--- config.mk ---
export PLATFORM = sky130hd
export DESIGN_NAME = mem_stage_ctrl
export DESIGN_NICKNAME = d
export VERILOG_FILES = /design/src/rtl/mem_pkg.sv /design/src/rtl/mem_load_align.sv /design/src/rtl/mem_stage_ctrl.sv
export SDC_FILE = /design/constraint.sdc
export NUM_CORES = 1
export LEC_CHECK = 0
export ABC_AREA = 1
export CAP_MARGIN = 5
export CORE_AREA = 2 2 106 108
export DETAILED_ROUTE_END_ITERATION = 7
export DIE_AREA = 0 0 108 110
export DONT_BUFFER_PORTS = 1
export GPL_TIMING_DRIVEN = 0
export SYNTH_ARGS = -nofsm -noshare
export SYNTH_HDL_FRONTEND = slang
export SYNTH_SLANG_ARGS = --single-unit
--- constraint.sdc ---
create_clock -name clk -period 3.5 [get_ports clk]
set_input_delay 0.7 -clock clk [delete_from_list [all_inputs] [get_ports clk]]
set_output_delay 0.7 -clock clk [all_outputs]
set_load 0.03 [all_outputs]
--- src/rtl/mem_pkg.sv ---
// Shared encodings for the MEM stage: access kinds, access sizes, request FSM states.
package mem_pkg;

    // is_dmem encodings; 2'b00 and 2'b11 both mean "no memory access"
    localparam logic [1:0] DMEM_LOAD  = 2'b01;
    localparam logic [1:0] DMEM_STORE = 2'b10;

    localparam logic [1:0] SIZE_B = 2'b00;
    localparam logic [1:0] SIZE_H = 2'b01;
    localparam logic [1:0] SIZE_W = 2'b10;
    localparam logic [1:0] SIZE_D = 2'b11;

    typedef enum logic [1:0] {
        ST_IDLE,
        ST_REQ,
        ST_WAIT,
        ST_DONE
    } mem_state_e;

    // Doubleword only exists on a 64-bit datapath; elsewhere it behaves as a word
    function automatic logic [1:0] eff_size(input logic [1:0] size, input int data_w);
        if (size == SIZE_D && data_w != 64)
            return SIZE_W;
        return size;
    endfunction

endpackage

--- src/rtl/mem_load_align.sv ---
// Load data aligner: pulls the addressed bytes out of the raw DCache word and extends them.
module mem_load_align
    import mem_pkg::*;
#(
    parameter int DATA_W = 32
) (
    input  logic [DATA_W-1:0]            raw_data,
    input  logic [$clog2(DATA_W/8)-1:0]  lane,
    input  logic [1:0]                   size,
    input  logic                         is_unsigned,
    output logic [DATA_W-1:0]            load_data
);

    logic [DATA_W-1:0] shifted;
    logic [DATA_W-1:0] mask;
    logic [DATA_W-1:0] sign_pos;
    logic              sign_bit;

    assign shifted = raw_data >> {lane, 3'b000};

    always_comb begin
        mask = '1;
        case (size)
            SIZE_B:  mask = DATA_W'(8'hFF);
            SIZE_H:  mask = DATA_W'(16'hFFFF);
            SIZE_W:  mask = DATA_W'(32'hFFFF_FFFF);
            default: mask = '1;
        endcase
    end

    // The sign bit sits at the top set bit of the size mask
    assign sign_pos  = mask ^ (mask >> 1);
    assign sign_bit  = |(shifted & sign_pos);
    assign load_data = (shifted & mask) | ((sign_bit && !is_unsigned) ? ~mask : '0);

endmodule

--- src/rtl/mem_stage_ctrl.sv ---
// MEM pipeline stage: result select, DCache request FSM, load alignment, stall/flush.
// Optional MEM_ALIGN_CHK_EN adds the 'ale' misalignment output instead of forcing alignment.
module mem_stage_ctrl
    import mem_pkg::*;
#(
    parameter int DATA_W = 32,
    parameter int ADDR_W = 32,
    parameter int N_SRC  = 2,
    parameter int SEL_W  = (N_SRC > 1) ? $clog2(N_SRC) : 1
) (
    input  logic                    clk,
    input  logic                    rst,
    input  logic                    in_valid,
    input  logic [1:0]              is_dmem,
    input  logic [1:0]              mem_size,
    input  logic                    mem_unsigned,
    input  logic [SEL_W-1:0]        cal_sel,
    input  logic [N_SRC*DATA_W-1:0] cal_bus,
    input  logic [ADDR_W-1:0]       addr,
    input  logic [DATA_W-1:0]       st_data,
    output logic                    dc_req_valid,
    input  logic                    dc_req_ready,
    output logic                    dc_req_we,
    output logic [ADDR_W-1:0]       dc_req_addr,
    output logic [DATA_W/8-1:0]     dc_req_wstrb,
    output logic [DATA_W-1:0]       dc_req_wdata,
    input  logic                    dc_resp_valid,
    input  logic [DATA_W-1:0]       dc_resp_data,
    output logic                    wb_valid,
    output logic [DATA_W-1:0]       wb_data,
    output logic                    stall,
    output logic                    flush
`ifdef MEM_ALIGN_CHK_EN
    ,
    output logic                    ale
`endif
);

    localparam int STRB_W = DATA_W / 8;
    localparam int LANE_W = $clog2(STRB_W);

    mem_state_e          state, state_n;
    logic [DATA_W-1:0]   load_buf, load_aligned, cal_result, wb_data_c, wdata_rep;
    logic [1:0]          size_e;
    logic [LANE_W-1:0]   lane_raw, lane_mask, lane;
    logic [STRB_W-1:0]   strb_base;
    logic [ADDR_W-1:0]   req_addr;
    logic                is_load, is_store, access;
    logic                req_valid_c, stall_c, wb_valid_c, capture;

    assign size_e   = eff_size(mem_size, DATA_W);
    assign is_load  = (is_dmem == DMEM_LOAD);
    assign is_store = (is_dmem == DMEM_STORE);
    assign access   = in_valid && (is_load || is_store);
    assign lane_raw = addr[LANE_W-1:0];

    always_comb begin
        lane_mask = '1;
        case (size_e)
            SIZE_B:  lane_mask = '0;
            SIZE_H:  lane_mask = LANE_W'(1);
            SIZE_W:  lane_mask = LANE_W'(3);
            default: lane_mask = '1;
        endcase
    end

`ifdef MEM_ALIGN_CHK_EN
    logic misaligned, ale_c;
    assign misaligned = |(lane_raw & lane_mask);
    assign lane       = lane_raw;
    assign req_addr   = addr;
`else
    // Without the checker, sub-size address bits are simply dropped
    assign lane       = lane_raw & ~lane_mask;
    assign req_addr   = {addr[ADDR_W-1:LANE_W], lane};
`endif

    always_comb begin
        cal_result = cal_bus[DATA_W-1:0];
        for (int i = 1; i < N_SRC; i++)
            if (int'(cal_sel) == i)
                cal_result = cal_bus[i*DATA_W +: DATA_W];
    end

    always_comb begin
        strb_base = STRB_W'(1);
        wdata_rep = st_data;
        case (size_e)
            SIZE_B: begin
                strb_base = STRB_W'(1);
                wdata_rep = {STRB_W{st_data[7:0]}};
            end
            SIZE_H: begin
                strb_base = STRB_W'(2'b11);
                wdata_rep = {(DATA_W/16){st_data[15:0]}};
            end
            SIZE_W: begin
                strb_base = STRB_W'(4'hF);
                wdata_rep = {(DATA_W/32){st_data[31:0]}};
            end
            default: begin
                strb_base = '1;
                wdata_rep = st_data;
            end
        endcase
    end

    mem_load_align #(
        .DATA_W (DATA_W)
    ) u_load_align (
        .raw_data    (dc_resp_data),
        .lane        (lane),
        .size        (size_e),
        .is_unsigned (mem_unsigned),
        .load_data   (load_aligned)
    );

    always_ff @(posedge clk or negedge rst) begin
        if (!rst) begin
            state    <= ST_IDLE;
            load_buf <= '0;
        end else begin
            state <= state_n;
            if (capture)
                load_buf <= load_aligned;
        end
    end

    always_comb begin
        state_n     = state;
        req_valid_c = 1'b0;
        stall_c     = 1'b0;
        wb_valid_c  = 1'b0;
        wb_data_c   = cal_result;
        capture     = 1'b0;
`ifdef MEM_ALIGN_CHK_EN
        ale_c       = 1'b0;
`endif
        case (state)
            ST_IDLE: begin
                if (in_valid && !access) begin
                    wb_valid_c = 1'b1;
                end else if (access) begin
`ifdef MEM_ALIGN_CHK_EN
                    if (misaligned)
                        ale_c = 1'b1;
                    else
`endif
                    begin
                        req_valid_c = 1'b1;
                        if (is_load) begin
                            stall_c = 1'b1;
                            state_n = dc_req_ready ? ST_WAIT : ST_REQ;
                        end else if (!dc_req_ready) begin
                            stall_c = 1'b1;
                            state_n = ST_REQ;
                        end
                    end
                end
            end
            ST_REQ: begin
                req_valid_c = 1'b1;
                stall_c     = 1'b1;
                if (dc_req_ready) begin
                    state_n = is_store ? ST_IDLE : ST_WAIT;
                    stall_c = !is_store;
                end
            end
            ST_WAIT: begin
                stall_c = 1'b1;
                if (dc_resp_valid) begin
                    capture = 1'b1;
                    state_n = ST_DONE;
                end
            end
            ST_DONE: begin
                wb_valid_c = 1'b1;
                wb_data_c  = load_buf;
                state_n    = ST_IDLE;
            end
            default: state_n = ST_IDLE;
        endcase
    end

    // Handshake and hazard outputs are held low for as long as reset is asserted
    assign dc_req_valid = rst && req_valid_c;
    assign stall        = rst && stall_c;
    assign wb_valid     = rst && wb_valid_c;
    assign wb_data      = wb_data_c;
    assign dc_req_we    = is_store;
    assign dc_req_addr  = req_addr;
    assign dc_req_wstrb = is_store ? (strb_base << lane) : '0;
    assign dc_req_wdata = wdata_rep;
`ifdef MEM_ALIGN_CHK_EN
    assign ale          = rst && ale_c;
    assign flush        = rst && (stall_c || ale_c);
`else
    assign flush        = rst && stall_c;
`endif

endmodule
# ---- After elaboration in Yosys (flattened, before gate mapping)
# Cells that the tools add are included.
dict set report totals {
  register_bits 34
  out_inout_bits 105
  elab_cells 70
}
dict set report classes {
  n_eq_ne 12
  shifts 2
  mux 33
  n_bitwise 7
  reduce_logical 14
}
# operator count
set op_table {}
lappend op_table {{case mux 32 bit (2 select lines)} 2}
lappend op_table {{two-way mux 32 bit} 3}
lappend op_table {{bitwise AND 32 bit} 2}
lappend op_table {{inverter 32 bit} 1}
lappend op_table {{OR 32 bit} 1}
lappend op_table {{OR reduction 32 bit} 1}
lappend op_table {{right shift 32 x 5 -> 32 bit} 1}
lappend op_table {{XOR 32 x 31 -> 32 bit} 1}
lappend op_table {{two-way mux 2 bit} 10}
lappend op_table {{two-way mux 1 bit} 11}
lappend op_table {{equality test 2 bit, second input constant} 4}
lappend op_table {{!= test 2 bit, second input constant} 4}
lappend op_table {{case mux 2 bit (4 select lines)} 1}
lappend op_table {{case mux 4 bit (2 select lines)} 1}
lappend op_table {{equality test 2 x 1 -> 1 bit, second input constant} 3}
lappend op_table {{logical AND 1 bit} 6}
lappend op_table {{AND reduction 5 bit} 1}
lappend op_table {{logical NOT 2 bit} 2}
lappend op_table {{two-way mux 4 bit} 1}
lappend op_table {{case mux 1 bit (2 select lines)} 2}
lappend op_table {{case mux 2 bit (2 select lines)} 1}
lappend op_table {{left shift 4 x 2 -> 4 bit} 1}
lappend op_table {{logical NOT 1 bit} 3}
lappend op_table {{!= test 3 bit, second input constant} 1}
lappend op_table {{other kinds (4)} 4}

# ---- Depth between registers and ports, before layout
# Gate-level depths: netlist (run 1).
dict set report logic_depth {
  depth_word 13
  mapped_depth 12
  mapped_depth_nobuf 9
}

# ---- Hierarchy
# A second synthesis (run 1) with hierarchy kept.
dict set report hier_totals {
  hier_cells 558
  hier_area_um2 3756.1
}
# mod n_inst cells_each area_per_inst_um2 seq_area_each_um2
set modules_own_cells {}
lappend modules_own_cells {mem_stage_ctrl 1 385 2982.9 850.8}
lappend modules_own_cells {mem_load_align 1 173 773.2 0.0}

# ---- Worst setup path after synthesis (run 1)
# Ideal clock, no wire load.
dict set report synth_path {
  path_type {input-to-output}
  from {input is_dmem[0]}
  to {output stall}
  arrival_ns 2.483
  slack_ns 0.317
  path_stages 6
  cell_sequence {inv_1 -> ha_1 -> inv_1 -> a21oi_1 -> a311oi_1 -> buf_4}
}
dict set report synth_via {
  elab_chain_cells 8
}
# element line
set synth_lines {}
lappend synth_lines {{start, declared} mem_stage_ctrl.sv:14} ;# input logic [1:0] is_dmem,
lappend synth_lines {{equality test 2 bit (*)} mem_stage_ctrl.sv:53} ;# assign is_store = (is_dmem == DMEM_STORE);
lappend synth_lines {{via dc_req_we} mem_stage_ctrl.sv:23} ;# output logic dc_req_we,
lappend synth_lines {{logical OR 1 bit} mem_stage_ctrl.sv:54} ;# assign access = in_valid && (is_load || is_store);
lappend synth_lines {{logical AND 1 bit} mem_stage_ctrl.sv:54}
lappend synth_lines {{logical NOT 1 bit} mem_stage_ctrl.sv:141} ;# if (in_valid && !access) begin
lappend synth_lines {{logical AND 1 bit} mem_stage_ctrl.sv:141}
lappend synth_lines {{two-way mux 1 bit} mem_stage_ctrl.sv:141}
lappend synth_lines {{case mux 1 bit (3 select lines) (*)} mem_stage_ctrl.sv:139} ;# case (state)
lappend synth_lines {{logical AND 1 bit (*)} --}
lappend synth_lines {{end, declared} mem_stage_ctrl.sv:31} ;# output logic stall,
# The timed path passes the listed nets; every way through them passes the cells marked *.

# ---- Worst setup path after layout (run 1)
dict set report layout_path {
  from {register state[1]}
  to {output wb_data[12]}
}
dict set report layout_via {
  elab_chain_cells 2
}
# element line
set layout_lines {}
lappend layout_lines {{start, declared} mem_stage_ctrl.sv:42} ;# mem_state_e state, state_n;
lappend layout_lines {{start signal, assigned} mem_stage_ctrl.sv:123} ;# state <= state_n;
lappend layout_lines {{equality test 2 bit} mem_stage_ctrl.sv:139}
lappend layout_lines {{two-way mux 32 bit} mem_stage_ctrl.sv:139}
lappend layout_lines {{end, declared} mem_stage_ctrl.sv:30} ;# output logic [DATA_W-1:0] wb_data,
# Every way passes these cells.

==> metrics.cfg, run 1 <==
[power_and_ir_drop]
power_frac_clock_pct=11.9
p_leak_nw=1.777
p_int_mw=1.141
vdd_ir_drop_max_v=0.0002096
power_frac_seq_pct=28.7
switchingPower_mw=1.364
powerDensity_mw_per_mm2=677.5
p_sw_share_pct=54.44
pwr-share-comb_pct=59.4
finalPower_mw=2.505

[critical_path]
r2r_cells=7
r2r_end=load_buf[7]
crit_required_ps=2800
crit_top_cell=clkbuf_1
critPathLaunchType=flop
cp_max_fo=10
cp_cell_sequence=ha_1 > clkbuf_1 > inv_1 > clkbuf_1 > nor2_1 > a21oi_1
crit_arrival_ps=2440
endpoint_kind=primary output
r2r_start=state[0]
slowest_delay_ps=570
crit_type=reg2out
cp_slowest_cell=a21oi_1
rrSetupSlack_ps=1610

[detailed_routing]
wl_per_cell_um=17.84
antenna_left=0
viasPerCell=5.308
drc_errors=0
first_pass_iters=6
drt-initial-drc-count=228
via_count=3758
drt_wl_total_um=12630

[cts]
insertion_delay_ps=280
cts_made_buffers=5
cts_tree=yes
cts_sinks=34
cts_hold_buf=0
clock-root-buffer=clkbuf_8
h-tree-depth=2
clk_pin_slew_ps=70
cts_buffer_depth=2

[placed_design]
finalWeightedCongestion=1.008
numPortBuffers=0
dp_hpwl_um=10730
place_inst=700
dpl-instance-area_mm2=0.003600
pre_cts_slack_ps=183.5

[timing]
hold_viol=0
worst_pin_slew_ps=1038
period_minus_slack_ps=3143
max_freq_ghz=0.3182
fin_crit_sh_pct=89.79
rsz0062_at_grt=false
final.setup.worst_slack_ps=357.2
whs_ps=104.3
setup_viol=0
clock_skew_ps=6.127
drv_slew=0
setup_tns_ps=0
max-slew-margin-rel_pct=30.04

[grt]
grt_pass1_vias=3489
gr-total-overflow=0
grt_max_degree=36
track_usage_pct=20.03
antenna_found_initial=0
grt_pass1_wl_um=18290

[cells_and_area]
insertedDiodeCount=0
fin_util_pct=34.56
layout-drive-gt1-share_pct=13.20
final_cell_count_no_fill=708
fin_area_mm2=0.003697
area_delta_synth_final_pct=7.965
nets=745

[synth]
synthTopCellsByCount=142 x nand2_1, 98 x a21oi_1, 75 x nor2_1, 44 x inv_1, 41 x buf_4
synthesis.nets=738
syn-instance-count=560
synth_top_cell_area_share_pct=24.84
synthTopCellsByArea=dfrtp_1 25%, nand2_1 16%, a21oi_1 14%, buf_4 9.0%, nor2_1 8.2%
ys_ff_latch=34
synth_area_mm2=0.003425
yosys_warnings=0
synth_top_flop_cell=dfrtp_1
synth-edff-count=0
yosysMostFrequentCell=nand2_1
async_flop_share_pct=100.0
syn_avg_cell_area_um2=6.115
yosys.area.top_type=dfrtp_1
ys_types=27
seq_area_frac_synth_pct=24.84

[flow_run]
cap_violations=0

[die]
coreArea_mm2=0.01070
die_h_um=110
die_w_um=108
num_rows=38
pin_count=276
die_area_mm2=0.01188
start_util_pct=32.01

[hold_path]
hold_path_class=in2async

[status]
status=finished clean

-- power by group through the flow --
stage,Combinational [mW],Sequential (mW),Clock (mW)
2_1_floorplan,1.26,0.682,0
3_3_place_gp,1.46,0.720,0
3_5_place_dp,1.49,0.728,0
4_1_cts,1.49,0.721,0.310
5_1_grt,1.63,0.746,0.322
6_report,1.49,0.720,0.298
-- critical path, delay by kind of cell (launching register included) --
kind	cells	cell delay, ps
buffers and inverters	3	890
AOI/OAI and AO/OA	1	570
DFF	1	420
adders and majority gates	1	200
and+or+nand+nor	1	80
-- layout by cell type (no fill, tap or decap) --
cell type	netlist	routed
a211oi_1	1	1
nand2_2	1	1
a22oi_1	1	1
buf_4	41	41
o21ai_0	28	28
clkbuf_1	24	25
nor2_1	75	75
nand2_4	1	1
buf_1	1	1
inv_2	3	3
nor2_8	1	1
clkbuf_8	0	6
nor3_1	2	2
inv_1	44	44
a21oi_2	10	10
clkinv_1	1	1
o211ai_1	12	12
buf_6	3	3
dfrtp_1	34	34
nand3_1	15	15
a31oi_1	7	7
ha_1	7	7
nand2_1	142	142
nand3_2	2	2
a21oi_1	98	98
buf_2	4	4
clkinv_2	0	1
nand3_4	1	1
a311oi_2	0	1
-- cell type report --
| type | count | area (µm²) |
|---|---|---|
| well taps | 140 | 175.2 |
| clock buffers | 7 | 86.33 |
| inverters | 48 | 180.2 |
| clock inverters | 1 | 5.005 |
| flip-flops and latches | 34 | 850.8 |
| fillers | 1206 | 7000 |
| multi-input cells | 405 | 1944 |
| plain buffers | 73 | 455.4 |
-- cell families (layout without fill, tap and decap cells) --
| family | Yosys count | in the layout | synth area share [%] |
|---|---|---|---|
| flip-flops | 34 | 34 | 24.84 |
| adder cells (fa/ha/maj) | 7 | 7 | 2.557 |
| buffers and inverters | 121 | 129 | 18.56 |
| AO/OA/AOI/OAI | 158 | 158 | 25.58 |
| AND/OR/NAND/NOR | 240 | 240 | 28.46 |
-- per-layer routing --
metal | vias up | GRT usage, % | wire length [µm]
met5 | - | 0 | 0
met4 | 0 | 6.227 | 262
met3 | 17 | 4.527 | 1167
met2 | 231 | 37.78 | 6373
met1 | 1718 | 22.36 | 4830
li1 | 1792 | - | -
-- state kept, by name, indices dropped and copies added, names as in the netlist --
| name | count |
|---|---|
| load_buf | 32 |
| state | 2 |
-- how the worst max path moves through the flow --
stage	startpoint	endpoint	slack, ps	cells after the start
global route	state[1]	wb_data[18]	140	6
floorplan	is_dmem[0]	stall	320	6
detailed placement	is_dmem[0]	stall	180	6
global placement	is_dmem[0]	stall	190	6
finish	state[1]	wb_data[12]	360	6
CTS	state[0]	stall	20	5
-- what timing repair did --
item                                    CTS  global route
endpoints found under the setup margin    0             1
setup buffers                             0             0
endpoints found under the hold margin     0             0
resized for setup                         0             1
(Power assumes the default switching activity.)
==> run 2, diff against run 1 <==
--- a/config.mk
+++ b/config.mk
@@ -7,9 +7,9 @@
 export LEC_CHECK = 0
 export ABC_AREA = 1
 export CAP_MARGIN = 5
-export CORE_AREA = 2 2 106 108
+export CORE_AREA = 2 2 108 110
 export DETAILED_ROUTE_END_ITERATION = 7
-export DIE_AREA = 0 0 108 110
+export DIE_AREA = 0 0 110 112
 export DONT_BUFFER_PORTS = 1
 export GPL_TIMING_DRIVEN = 0
 export SYNTH_ARGS = -nofsm -noshare
==> constraint.sdc (replaced) <==
create_clock -name clk -period 4 [get_ports clk]
set_input_delay 0.8 -clock clk [delete_from_list [all_inputs] [get_ports clk]]
set_output_delay 0.8 -clock clk [all_outputs]
set_load 0.03 [all_outputs]
==> run 2 against run 1 <==
  * Worst setup slack improved by 14 ps
  * Sequential share of layout area decreased by 0.33 points
  * Largest power group unchanged
  * Via count decreased by 0.85%
  * Die area increased by 3.7%
==> metrics.cfg, run 2 (synthesis gave the netlist of run 1 again) <==
[grt]
track_usage_pct=20.63  ; was 20.03%
grt_max_degree=36  ; unchanged
antenna_found_initial=0  ; unchanged
grt_pass1_vias=3581  ; was 3,489
grt_pass1_wl_um=19580  ; was 18,290 µm
gr-total-overflow=0  ; unchanged

[critical_path]
cp_cell_sequence=inv_1 > ha_1 > inv_1 > a21oi_1 > a311oi_1 > buf_4  ; was ha_1 > clkbuf_1 > inv_1 > clkbuf_1 > nor2_1 > a21oi_1
endpoint_kind=primary output  ; unchanged
rrSetupSlack_ps=2160  ; was 1610 ps
slowest_delay_ps=1040  ; was 570 ps
r2r_start=state[0]  ; unchanged
cp_top_family=compound AO/OA/AOI/OAI gates  ; was buffers and inverters
worst-path-buf-inv=3  ; unchanged
cp_max_fo=3  ; was 10
crit_arrival_ps=2830  ; was 2440 ps
critPathLaunchType=input pin  ; was flop
r2r_cells=7  ; unchanged
cp_slowest_cell=a311oi_1  ; was a21oi_1
crit_required_ps=3200  ; was 2800 ps
crit_type=in2out  ; was reg2out
r2r_end=load_buf[7]  ; unchanged
crit_top_cell=inv_1  ; was clkbuf_1

[timing]
clock_skew_ps=4.816  ; was 6.127 ps
worst_pin_slew_ps=1238  ; was 1038 ps
drv_slew=0  ; unchanged
setup_tns_ps=0  ; unchanged
setup_viol=0  ; unchanged
whs_ps=217.9  ; was 104.3 ps
rsz0062_at_grt=false  ; unchanged
fin_crit_sh_pct=90.72
max-slew-margin-rel_pct=16.91  ; was 30.04%
hold_viol=0  ; unchanged
max_freq_ghz=0.2756
period_minus_slack_ps=3629

[status]
status=finished clean  ; unchanged

[power_and_ir_drop]
vdd_ir_drop_max_v=0.0002824  ; was 0.0002096 V
finalPower_mw=2.311  ; was 2.505 mW
powerDensity_mw_per_mm2=616.2  ; was 677.5 mW/mm²
p_leak_nw=1.802  ; was 1.777 nW

[cts]
ctsResizeCount=0  ; unchanged
clk_pin_slew_ps=50  ; was 70 ps
post-cts-setup-buffers=0  ; unchanged
cts_sinks=34  ; unchanged
h-tree-depth=2  ; unchanged
cts_buffer_depth=2  ; unchanged
cts_made_buffers=5  ; unchanged
cts_tree=yes  ; unchanged
insertion_delay_ps=270  ; was 280 ps
clock-root-buffer=clkbuf_16  ; was clkbuf_8
cts_hold_buf=0  ; unchanged

[cells_and_area]
layout-drive-gt1-share_pct=13.03  ; was 13.20%
largest_reg_flops=32  ; unchanged
mostFrequentLayoutCell=nand2_1  ; unchanged
insertedDiodeCount=0  ; unchanged
top_regs=load_buf: 32 flops, state: 2 flops  ; unchanged
nets=745  ; unchanged
final_cell_mix=142 x nand2_1, 98 x a21oi_1, 75 x nor2_1  ; unchanged
area_delta_synth_final_pct=9.536  ; was 7.965%
largest-register=load_buf  ; unchanged

[die]
die_h_um=112  ; was 110 µm
pin_count=276  ; unchanged
die_area_mm2=0.01232  ; was 0.01188 mm²
num_rows=39  ; was 38
die_w_um=110  ; was 108 µm
start_util_pct=30.65  ; was 32.01%
coreArea_mm2=0.01117  ; was 0.01070 mm²

[flow_run]
cap_violations=0  ; unchanged

[placed_design]
numPortBuffers=0  ; unchanged
dp_hpwl_um=11190  ; was 10,730 µm
finalWeightedCongestion=0.9941  ; was 1.008

[detailed_routing]
wl_per_cell_um=18.52  ; was 17.84 µm
drt-initial-drc-count=238  ; was 228
via_count=3726  ; was 3,758
first_pass_iters=4  ; was 6
drc_errors=0  ; unchanged
viasPerCell=5.241  ; was 5.308
antenna_left=0  ; unchanged
drt_wl_total_um=13170  ; was 12,630 µm

[hold_path]
hold_path_class=in2async  ; unchanged

run 2: cell counts in the layout (fill, tap and decap cells not counted):
Identical to the previous run, type by type.
run 2: area by class of cell:
| class | count | area (µm²) |
|---|---|---|
| Inverter | 48 | 180.2 |
| Clock buffer | 7 | 142.6 |
| Sequential cell | 34 | 850.8 |
| Multi-Input combinational cell | 405 | 1938 |
| Tap cell | 143 | 178.9 |
| Buffer | 73 | 455.4 |
| Clock inverter | 1 | 5.005 |
| Fill cell | 1247 | 7423 |
run 2: metal layers:
metal	part of all wire (%)	GRT usage (%)	vias to the layer above	routed length, µm
met5	0	0	-	0
met4	2.3	6.076	0	308
met3	9.8	5.562	23	1287
met2	50	37.59	201	6599
met1	38	22.94	1707	4972
li1	-	-	1795	-
run 2: how the worst max path moves through the flow:
stage | startpoint | endpoint | slack (ps) | cells past startpoint
2_1_floorplan | is_dmem[0] | stall | 620 | 6
4_1_cts | is_dmem[0] | stall | 380 | 6
6_report | is_dmem[0] | stall | 370 | 6
5_1_grt | state[0] | stall | 310 | 5
3_3_place_gp | is_dmem[0] | stall | 430 | 6
3_5_place_dp | is_dmem[0] | stall | 370 | 6
run 2: report_power, final:
group | total [mW] | leakage [nW] | internal [mW] | switching [mW]
combinational | 1.30 | 1.34 | 0.336 | 0.959
clock | 0.379 | 0.0739 | 0.246 | 0.133
sequential | 0.637 | 0.387 | 0.523 | 0.115
total | 2.31 | 1.80 | 1.10 | 1.21
run 2: worst register-to-register path, cell delays in order (launching register included):
cell	delay [ps]
dfrtp_1	410
inv_1	150
ha_1	210
nand2_1	140
clkinv_1	140
clkbuf_1	410
nand3_1	190
o21ai_0	100
run 2: metrics by stage:
| stage | utilization, % | cells | area, µm² | setup WS (ps) |
|---|---|---|---|---|
| 2_1_floorplan | - | 560 | 3425 | 616.8 |
| 3_3_place_gp | 32.25 | 703 | 3603 | 431.2 |
| 3_5_place_dp | 32.25 | 703 | 3603 | 374.9 |
| 4_1_cts | 33.57 | 711 | 3751 | 384.7 |
| 5_1_grt | 33.57 | 711 | 3751 | 310.5 |
| 6_report | 33.57 | 711 | 3751 | 371.2 |
